`config.mk`:
```
export PLATFORM = sky130hd
export DESIGN_NAME = act_word_serializer
export DESIGN_NICKNAME = d
export VERILOG_FILES = /design/src/rtl/act_word_serializer_pkg.sv /design/src/rtl/act_word_serializer.sv
export SDC_FILE = /design/constraint.sdc
export NUM_CORES = 1
export LEC_CHECK = 0
export CAP_MARGIN = 10
export CORE_ASPECT_RATIO = 1.75
export CORE_MARGIN = 2
export CORE_UTILIZATION = 52
export CTS_BUF_LIST = sky130_fd_sc_hd__clkbuf_16
export CTS_CLUSTER_DIAMETER = 60
export DETAILED_ROUTE_END_ITERATION = 16
export HOLD_SLACK_MARGIN = 0.08
export PLACE_DENSITY = 0.81
export SYNTH_ARGS = -nofsm -noshare
export SYNTH_HDL_FRONTEND = slang
export SYNTH_SLANG_ARGS = --single-unit
```
`constraint.sdc`:
```
create_clock -name clk -period 2.1 [get_ports clk]
set_input_delay 0.21 -clock clk [delete_from_list [all_inputs] [get_ports clk]]
set_output_delay 0.21 -clock clk [all_outputs]
set_load 0.03 [all_outputs]
```
`src/rtl/act_word_serializer_pkg.sv`:
```
// act_word_serializer_pkg: shared widths and FSM encoding for the activation word serializer
package act_word_serializer_pkg;
    localparam int ACT_WIDTH = 8;
    localparam int CNT_WIDTH_DEF = 16;
    typedef enum logic [1:0] {
        IDLE = 2'd0,
        RUN  = 2'd1,
        DONE = 2'd2
    } state_t;
endpackage

```
`src/rtl/act_word_serializer.sv`:
```
// act_word_serializer: splits wide activation words into LSB-first slices, one per cycle
module act_word_serializer
    import act_word_serializer_pkg::*;
#(
    parameter int IN_WIDTH  = 64,
    parameter int OUT_WIDTH = ACT_WIDTH,
    parameter int CNT_WIDTH = CNT_WIDTH_DEF
) (
    input  logic                 clk,
    input  logic                 reset,
    input  logic                 cfg_val,
    output logic                 cfg_rdy,
    input  logic [CNT_WIDTH-1:0] cfg_word_num,
    input  logic                 in_val,
    output logic                 in_rdy,
    input  logic [IN_WIDTH-1:0]  in_data,
    output logic                 out_val,
    input  logic                 out_rdy,
    output logic [OUT_WIDTH-1:0] out_data,
    output logic                 out_last,
    output logic                 busy,
    output logic                 done
);
    localparam int NUM_SLICE = IN_WIDTH / OUT_WIDTH;
    localparam int SW = $clog2(NUM_SLICE);
    localparam logic [SW-1:0] LAST_SLICE = SW'(NUM_SLICE - 1);

    state_t state, state_n;
    logic [IN_WIDTH-1:0]  hold_q;
    logic                 hold_full;
    logic [SW-1:0]        slice_idx;
    logic [CNT_WIDTH-1:0] word_num, words_loaded;
    logic                 zero_done;
    logic                 last_slice, cfg_go, xfer, load;

    always_comb begin
        last_slice = slice_idx == LAST_SLICE;
        cfg_rdy    = state == IDLE;
        busy       = state != IDLE;
        cfg_go     = cfg_val & cfg_rdy;
        out_val    = hold_full & !reset;
        // reload is allowed while the final slice of the held word leaves
        in_rdy     = !reset & (state == RUN) & (words_loaded < word_num) &
                     (!hold_full | (last_slice & out_rdy));
        xfer       = out_val & out_rdy;
        load       = in_val & in_rdy;
        out_data   = hold_q[slice_idx*OUT_WIDTH +: OUT_WIDTH];
        out_last   = out_val & last_slice & (words_loaded == word_num);
        done       = (state == DONE) | zero_done;
        state_n    = state == IDLE ? ((cfg_go && cfg_word_num != '0) ? RUN : IDLE) :
                     state == RUN  ? ((xfer && out_last) ? DONE : RUN) : IDLE;
    end

    always_ff @(posedge clk) begin
        if (reset) begin
            state        <= IDLE;
            hold_q       <= '0;
            hold_full    <= 1'b0;
            slice_idx    <= '0;
            word_num     <= '0;
            words_loaded <= '0;
            zero_done    <= 1'b0;
        end else begin
            state     <= state_n;
            zero_done <= cfg_go && cfg_word_num == '0;
            if (cfg_go) begin
                word_num     <= cfg_word_num;
                words_loaded <= '0;
            end
            if (load) begin
                hold_q       <= in_data;
                hold_full    <= 1'b1;
                slice_idx    <= '0;
                words_loaded <= words_loaded + 1'b1;
            end else if (xfer) begin
                slice_idx <= last_slice ? '0 : slice_idx + 1'b1;
                hold_full <= !last_slice;
            end
        end
    end
endmodule

```
* Yosys cells after proc, flatten, opt, wreduce, memory -nomap -nowiden
Index checks and enable logic that the tools add are counted.
Operators by class: $add $sub $neg 2, magnitude comparators 1, equal/unequal tests 4, shift-type cells 1, mux-type cells 9, bitwise logic cells 12, reduce and logical (&&, ||, !) cells 13
Operator list (number):
- $shiftx 64x7->8 | 1
- $mux 16 | 2
- $add 16x1->16 const B | 1
- $eq 16x16->1 | 1
- $logic_not 16->1 | 1
- $lt 16x16->1 | 1
- $reduce_bool 16->1 | 1
- $and 1x1->1 | 10
- $mux 2 | 3
- $reduce_bool 2->1 | 3
- $add 3x1->3 const B | 1
- $eq 3x3->1 const B | 1
- $logic_and 1x1->1 | 3
- $logic_not 1->1 | 3
- $mux 1 | 3
- $mux 3 | 1
- $eq 2x1->1 const B | 1
- $eq 2x2->1 const B | 1
- $logic_not 2->1 | 1
- $or 1x1->1 | 2
- $reduce_or 2->1 | 1
Storage, ports and cells: bits in registers 103, input bits 85, output and inout bits 14, word-level logic and storage cells 49

* Longest topological paths before layout
Gate-level depths: netlist (run 1).
word-level depth 8, gate-level depth with buffers 11, mapped depth without buffers 8

* Least setup slack after synthesis (run 1)
No wires, ideal clock.
path type register -> register, from register word_num[15], to register words_loaded[0], setup time 0.133 ns, data arrival time 1.850 ns, data required time 1.967 ns, path slack 0.118 ns, stages on the path, launching flop included 12, path buffers 3, clock period less this slack 1.982 ns, cell sequence dfxtp_1 inv_1 ha_1 nand4_2 nor4_2 o21ai_1 and4_1 buf_2 buf_6 buf_6 nand2_1 o31ai_1
On the way: cells in the longest elaborated chain, start to end 5, elaborated cells between the ends (all ways) 6, classes of those cells 1 x order compare; 1 x mux; 3 x bitwise; 1 x reduce/logical
Ends and longest elaborated chain:
- start: declaration | RTL line act_word_serializer.sv:32 | logic [CNT_WIDTH-1:0] word_num, words_loaded;
- start signal: assignment | RTL line act_word_serializer.sv:67 | word_num <= cfg_word_num;
- $lt 16x16->1 (*) | RTL line act_word_serializer.sv:43 | in_rdy = !reset & (state == RUN) & (words_loaded < word_num) &
- $and 1x1->1 (*) (2 in a row) | RTL line act_word_serializer.sv:43
- $and 1x1->1 (*) | RTL line act_word_serializer.sv:46 | load = in_val & in_rdy;
- $mux 16 or $reduce_bool 2->1 (tied branches)
- end signal: assignment | RTL line act_word_serializer.sv:74 | words_loaded <= words_loaded + 1'b1;
- end: declaration | RTL line act_word_serializer.sv:32
Mark *: on every way between the ends. The rest lies on a longest branch, timed or not. A chain may end at the register's enable or synchronous reset.

* Worst setup path after layout (run 1)
from register words_loaded[14], to register words_loaded[0]
On the way: cells in the longest elaborated chain, start to end 5, elaborated cells between the ends (all ways) 6, classes of those cells 1 x order compare; 1 x mux; 3 x bitwise; 1 x reduce/logical
Ends and longest elaborated chain (RTL line):
- $lt 16x16->1 (*) | act_word_serializer.sv:43
- $and 1x1->1 (*) (2 in a row) | act_word_serializer.sv:43
- $and 1x1->1 (*) | act_word_serializer.sv:46
- $mux 16 or $reduce_bool 2->1 (tied branches)
Marks and branches as above.

==> impl_results.md, run 1 <==
- Residual DRC: 0
- Hold Path Class: input pin to register
- Std cell rows: 46
- Final net count: 817
- CP Max Fanout: 8
- Arrival @ worst endpoint: 2.77 ns
- CTS tree: built
- Syn-to-layout area delta: 46.27%
- Max frequency: 0.3960 GHz
- Layout fillers: 553
- Fin. Hold Viols: 0
- Mapped cell area: about 5000 sq um
- Syn nets: approximately 690
- Drt pass-1 iters: 7
- Core box area: about 9100 sq um
- Worst setup SP type: register
- Clock tree buffer depth: 2
- CP peak stage delay: 0.39 ns
- Final Cycle Share: 1.202
- TNS Setup: -16.82 ns
- Worst-skew pair later-pin latency: approximately 0.36 ns
- Post-Layout Cell Count: 838
- Number of buffers created by CTS: 9
- Asr flop ratio synth: 0
- Count of different cell masters after synthesis: 43
- Failing checks: negative setup slack
- Post-Synthesis Cells: 583
- Final slew viol count: 0
- Sequential fraction of the synthesis area: 0.4206
- Synthesis-stage register bit count: 103
- Clock-pin slew of the registers on the worst-case setup and hold paths: 0.08 ns
- Chip Width: 77.40 um
- H-tree depth: 3
- Worst-Margin Slew: 1.148 ns
- CP max-delay cell: o31ai_4
- Leakage: approximately 2.6 nW
- Hold-fix buffers at CTS: 0
- Average size of a mapped cell: 8.409 sq um
- Critical Path Sink Type: register
- I/O Buffers: 98
- Number of global-route vias before repair: between 4000 and 5000
- DR iter-0 viols: 539
- Unrepaired setup endpoints after global routing: yes
- Final WL: 18.10 mm
- Setup ws final: -0.4250 ns
- Primary FF master, synth: dfxtp_1
- Die Ht: about 130 um
- P per Cell Area: between 600 and 700 nW/um^2
- Max Cap Viol: 0
- Worst Skew: 0.006990 ns
- I/O pin total: 99
- Run status: finished, violations left
- GRT Resource Usage Total: 0.2842
- Layout cells sized above 1: 0.2563
- # diodes: 0
- Initial Util: 0.5391
- Critical path required time: 2.34 ns
- Crit Path Class: register to register
- GRT overflow: 0
- Min cycle time layout: around 2.5 ns
- First-pass GRT wire length: 22.94 mm
- DR vias/cell: roughly 6.2
- Detailed placement HPWL: 9.459 mm
- Root buffer cell: clkbuf_16
- Num Clock Sinks: between 100 and 150
- Max VDD drop: around 520 uV
- CP most frequent cell: nand4_4
- Placer Congestion: 0.8888
- Crit path cell chain: ha_4 > nand4_4 > nor4_4 > o21ai_1 > buf_4 > nand4_4 > buf_12 > buf_6 > nand2_4 > o31ai_4
- Placed insts: around 800
- Post-synth EDFFs: 0
- Die Area: about 10000 sq um
- Final setup fails: 91
- Kind of cell adding the most delay to the critical path: simple AND/OR/NAND/NOR gates
- Initial antenna violation count: 0
- Slew headroom: 0.2344
- Routed vias: about 5200
- Routed len/inst: between 20 and 25 um
- Pin count of the biggest net entering global routing: 104
- Antenna viol nets, final: 0
- Critical path buffer and inverter count: 3
- Yosys warns: 0
## cells in the final DEF, fill, tap and decap left out, drive strengths merged, types with 8 or more instances in the layout
cell / n
clkdlybuf4s50: 87
ha: 19
nor3: 9
nand3: 23
mux4: 16
dfxtp: 103
clkbuf: 14
buf: 66
inv: 23
mux2: 8
nand2: 179
a21oi: 94
## registers in the layout (all words and copies together), names as in the netlist
signal        count
state             2
slice_idx         3
hold_q           64
word_num         16
words_loaded     16
hold_full         1
zero_done         1
## stage by stage
stage / total power, mW / area (sq um) / hold WS [ns] / setup slack (ns) / utilization
final: 4.372 / 7171 / 0.3916 / -0.4250 / 0.7885
after global routing: 4.494 / 7171 / 0.4304 / -0.4709 / 0.7885
after CTS: 4.220 / 6598 / 0.3973 / -0.1638 / 0.7255
after detailed placement: 2.589 / 6095 / 0.4449 / -0.1702 / 0.6702
after global placement: 2.574 / 6095 / 0.4393 / -0.1445 / 0.6702
after floorplan: 2.324 / 4902 / 0.3460 / 0.1175 / -
## where the power goes
part           internal [mW]  switching (mW)  leakage (nW)
logic                  0.334           0.324          1.60
clock network          0.833           0.836         0.136
registers               2.01          0.0366         0.841
total                   3.18            1.20          2.57
## synthesized netlist by cell type, types with 3 or more instances
cell / n / share of area
a21oi_1: 94 / 0.096
buf_6: 7 / 0.016
a31oi_1: 4 / 0.0051
mux4_2: 16 / 0.074
nand3_1: 23 / 0.023
clkbuf_1: 18 / 0.014
nand4_1: 4 / 0.0051
and4_1: 3 / 0.0054
ha_1: 19 / 0.048
dfxtp_1: 103 / 0.42
or3_1: 3 / 0.0038
nor3_1: 6 / 0.0061
mux2_2: 8 / 0.018
nand4b_1: 6 / 0.011
a21o_1: 4 / 0.0061
nor2_1: 6 / 0.0046
inv_1: 19 / 0.015
nand2_1: 179 / 0.14
o311ai_1: 6 / 0.011
nor3_2: 3 / 0.0061
o21ai_0: 4 / 0.0041
nor4_1: 6 / 0.0077
buf_4: 5 / 0.0077
nor2b_1: 5 / 0.0064
buf_2: 8 / 0.0082
## kinds of logic (layout without fill, tap and decap cells)
logic type | after synthesis | after routing | share of synthesized area
compound gates | 118 | 118 | 0.1330
fa+ha+maj | 19 | 19 | 0.04849
buf+inv | 59 | 193 | 0.06177
flops | 103 | 103 | 0.4206
mux | 25 | 25 | 0.09393
simple gates | 259 | 260 | 0.2422
## final cells by class
cell class,instances,area (sq um),area share
well taps,120,150.1,0.02094
clock inverters,7,63.81,0.008899
inverters,19,71.32,0.009946
multi-input cells,422,2905,0.4052
repair buffers,158,1674,0.2335
clock buffers,9,225.2,0.03141
flip-flops and latches,103,2081,0.2902
## layer usage
metal / part of all wire / track usage / up-vias
met5: 0 / 0 / -
met4: 0.092 / 0.1835 / 0
met3: 0.067 / 0.06276 / 123
met2: 0.52 / 0.5140 / 353
met1: 0.32 / 0.2875 / 2435
li1: - / - / 2276
## repair_timing
action                     CTS  global route
setup endpoints to repair   94            94
cloned                       2             9
pin swaps                   15            44
resized for setup           64            82
setup buffers                6            11
## worst register-to-register path: cells and delay by family (launching register included)
family,cells,cell delay (ns)
AOI/OAI and AO/OA,2,0.52
DFF,1,0.38
and+or+nand+nor,4,0.68
buffers and inverters,3,0.50
adders and majority gates,1,0.31
## worst paths after layout
check / from / endpoint / slack [ns] / cells past startpoint
setup / recovery: words_loaded[14] / words_loaded[0] / -0.42 / 10
hold / removal: in_data[16] / hold_q[16] / 0.39 / 3
hold reg to reg: hold_q[56] / hold_q[56] / 0.45 / 2
setup reg to reg: words_loaded[14] / words_loaded[0] / -0.42 / 10
Power figures use the tool's default switching activity.
==> run 2: changes to the inputs <==
--- a/config.mk
+++ b/config.mk
@@ -5,15 +5,15 @@
 export SDC_FILE = /design/constraint.sdc
 export NUM_CORES = 1
 export LEC_CHECK = 0
-export CAP_MARGIN = 10
 export CORE_ASPECT_RATIO = 1.75
 export CORE_MARGIN = 2
-export CORE_UTILIZATION = 52
+export CORE_UTILIZATION = 49
 export CTS_BUF_LIST = sky130_fd_sc_hd__clkbuf_16
 export CTS_CLUSTER_DIAMETER = 60
 export DETAILED_ROUTE_END_ITERATION = 16
 export HOLD_SLACK_MARGIN = 0.08
-export PLACE_DENSITY = 0.81
+export PLACE_DENSITY = 0.77
+export SLEW_MARGIN = 20
 export SYNTH_ARGS = -nofsm -noshare
 export SYNTH_HDL_FRONTEND = slang
 export SYNTH_SLANG_ARGS = --single-unit
==> run 2 against run 1 <==
The run still ends with negative setup slack left. Final cell count increased by 1.1%. Utilization decreased by 4.3 points. Combinational power decreased by 1%. Critical path depth unchanged. Global-route usage decreased by 1.5 points. Final area increased by 1.8%. Setup slack improved by 0.20 ns. Clock power increased by 4%. Highest routed layer unchanged.
==> impl_results.md, run 2 (synthesis gave the netlist of run 1 again) <==
- Detailed placement HPWL: 9.338 mm (was 9.459 mm)
- Final setup fails: 93 (was 91)
- Final slew viol count: 0 (unchanged)
- Fin. Hold Viols: 0 (unchanged)
- Hold Path Class: input pin to register (unchanged)
- Worst-Margin Slew: 1.124 ns (was 1.148 ns)
- Max VDD drop: 624.8 uV (was 520.9 uV)
- Std cell rows: 48 (was 46)
- TNS Setup: -9.743 ns (was -16.82 ns)
- # diodes: 0 (unchanged)
- Layout cells sized above 1: 0.2687 (was 0.2563)
- Pin count of the biggest net entering global routing: 104 (unchanged)
- P per Cell Area: 606.7 nW/um^2 (was 609.6 nW/um^2)
- Syn-to-layout area delta: 48.90% (was 46.27%)
- Chip Width: 79.61 um (was 77.40 um)
- CP Max Fanout: 12 (was 8)
- Slew headroom: 0.2506 (was 0.2344)
- Number of global-route vias before repair: 4735 (was 4923)
- Commonest non-fill, non-tap cell in the layout: nand2_1 (unchanged)
- Final Cycle Share: 1.107 (was 1.202)
- Unrepaired setup endpoints after global routing: yes (unchanged)
- I/O Buffers: 98 (unchanged)
- Worst setup SP type: register (unchanged)
- Worst reg-to-reg setup slack: -0.23 ns (was -0.42 ns)
- Core box area: 9789 sq um (was 9094 sq um)
- Initial antenna violation count: 0 (unchanged)
- Routed len/inst: 20.08 um (was 21.60 um)
- Crit Path Class: register to register (unchanged)
- Residual DRC: 0 (unchanged)
- Num Clock Sinks: 103 (unchanged)
- Die Area: 10850 sq um (was 10250 sq um)
- Worst Skew: 0.01022 ns (was 0.006990 ns)
- Fin Hold WS: 0.4062 ns (was 0.3916 ns)
- Critical Path Source: word_num[1] (was words_loaded[14])
- Placed insts: 800 (was 795)
- Layout fillers: 625 (was 553)
- Die Ht: 136.3 um (was 132.4 um)
- Clock tree buffer depth: 2 (unchanged)
- Routed vias: 5127 (was 5187)
- Post-Layout Cell Count: 847 (was 838)
- Leakage: 2.635 nW (was 2.575 nW)
- Biggest regs: hold_q (64), word_num (16), words_loaded (16) (unchanged)
- Antenna viol nets, final: 0 (unchanged)
- Post-layout instance area: 7300 sq um (was 7171 sq um)
- Max frequency: 0.4301 GHz (was 0.3960 GHz)
- Root buffer cell: clkbuf_16 (unchanged)
- Post-route total power: 4.429 mW (was 4.372 mW)
- Max reg flops: 64 (unchanged)
- Run status: finished, violations left (unchanged)
- Clock-pin slew of the registers on the worst-case setup and hold paths: 0.07 ns (was 0.08 ns)
- DP Area: 6111 sq um (was 6095 sq um)
- Failing checks: negative setup slack (unchanged)
- GRT overflow: 0 (unchanged)
- Most flops, register: hold_q (unchanged)
- Drt pass-1 iters: 8 (was 7)
- Arrival @ worst endpoint: 2.56 ns (was 2.77 ns)
- Commonest non-fill, non-tap cells in the layout: nand2_1 (165), dfxtp_1 (92), a21oi_1 (87), clkdlybuf4s50_1 (87), buf_4 (39) (was nand2_1 (161), dfxtp_1 (90), clkdlybuf4s50_1 (87), a21oi_1 (84), buf_4 (38))
- I/O pin total: 99 (unchanged)
- Initial Util: 0.5008 (was 0.5391)
- First-pass GRT wire length: 22.45 mm (was 22.94 mm)
- Max Cap Viol: 0 (unchanged)
- DR iter-0 viols: 455 (was 539)
- Worst-skew pair later-pin latency: 0.35 ns (was 0.36 ns)
- CTS tree: built (unchanged)
- Number of buffers created by CTS: 9 (unchanged)
- Critical Path Sink Type: register (unchanged)
- Hold-fix buffers at CTS: 0 (unchanged)
- Critical path required time: 2.34 ns (about the same)
- Min cycle time layout: 2.325 ns (was 2.525 ns)
- Placer Congestion: 0.8702 (was 0.8888)
- GRT Resource Usage Total: 0.2697 (was 0.2842)
- Hold_sp: in_data[38] (was in_data[16])
- H-tree depth: 3 (unchanged)
- Setup ws final: -0.2252 ns (was -0.4250 ns)
- Reg2reg start: word_num[1] (was words_loaded[14])
- Final net count: 821 (was 817)
- DR vias/cell: 6.053 (was 6.190)
- Final WL: 17.00 mm (was 18.10 mm)
## run 2: changes by cell type in the layout (fill, tap and decap cells not counted), moves of 4 or more
cell	change
nand3_1	-6
nand3_2	+6
nand2_4	-5
a21oi_2	-4
nand2_1	+4
o21ai_2	+4
## run 2: layout make-up
| class | count | area [sq um] | area share |
|---|---|---|---|
| repair buffers | 162 | 1779 | 0.2437 |
| clock buffers | 9 | 225.2 | 0.03085 |
| multi-input cells | 422 | 2909 | 0.3985 |
| inverters | 19 | 71.32 | 0.009770 |
| clock inverters | 7 | 80.08 | 0.01097 |
| well taps | 125 | 156.4 | 0.02143 |
| flip-flops and latches | 103 | 2078 | 0.2847 |
## run 2: through the flow
| step | utilization | worst slack, ns |
|---|---|---|
| after floorplan | - | 0.1175 |
| after global placement | 0.6242 | -0.09968 |
| after detailed placement | 0.6242 | -0.1457 |
| after CTS | 0.6996 | -0.09283 |
| after global routing | 0.7457 | -0.3219 |
| final | 0.7457 | -0.2252 |
## run 2: final timing paths
path	to	cells after the start
hold reg to reg	hold_q[24]	2
setup reg to reg	words_loaded[3]	10
hold / removal	hold_q[38]	3
setup / recovery	words_loaded[3]	10
## run 2: timing repair
| item | 4_1_cts | 5_1_grt |
|---|---|---|
| setup endpoints to repair | 91 | 94 |
| pin swaps | 15 | 21 |
| gates cloned | 5 | 9 |
| resized for setup | 94 | 54 |
| setup buffers | 14 | 4 |
## run 2: routing by layer
| layer | global-route usage | vias to the layer above | share of wire |
|---|---|---|---|
| li1 | - | 2292 | - |
| met1 | 0.2838 | 2436 | 0.33 |
| met2 | 0.4953 | 311 | 0.54 |
| met3 | 0.04183 | 88 | 0.068 |
| met4 | 0.1552 | 0 | 0.067 |
| met5 | 0 | - | 0 |
## run 2: critical path: stages, from the launching register on
cell,delay [ns]
dfxtp_1,0.34
inv_1,0.08
ha_1,0.34
nand2b_1,0.10
a21oi_1,0.10
o21ai_2,0.21
buf_4,0.19
nand4_4,0.19
buf_12,0.20
clkbuf_16,0.17
o311ai_1,0.30
## run 2: report_power, final
part           switching (mW)  leakage, nW  internal, mW  total, mW
Clock                   0.797        0.143         0.938       1.74
Sequential             0.0353        0.840          2.01       2.04
Combinational           0.312         1.65         0.338      0.650
Total                    1.14         2.63          3.28       4.43
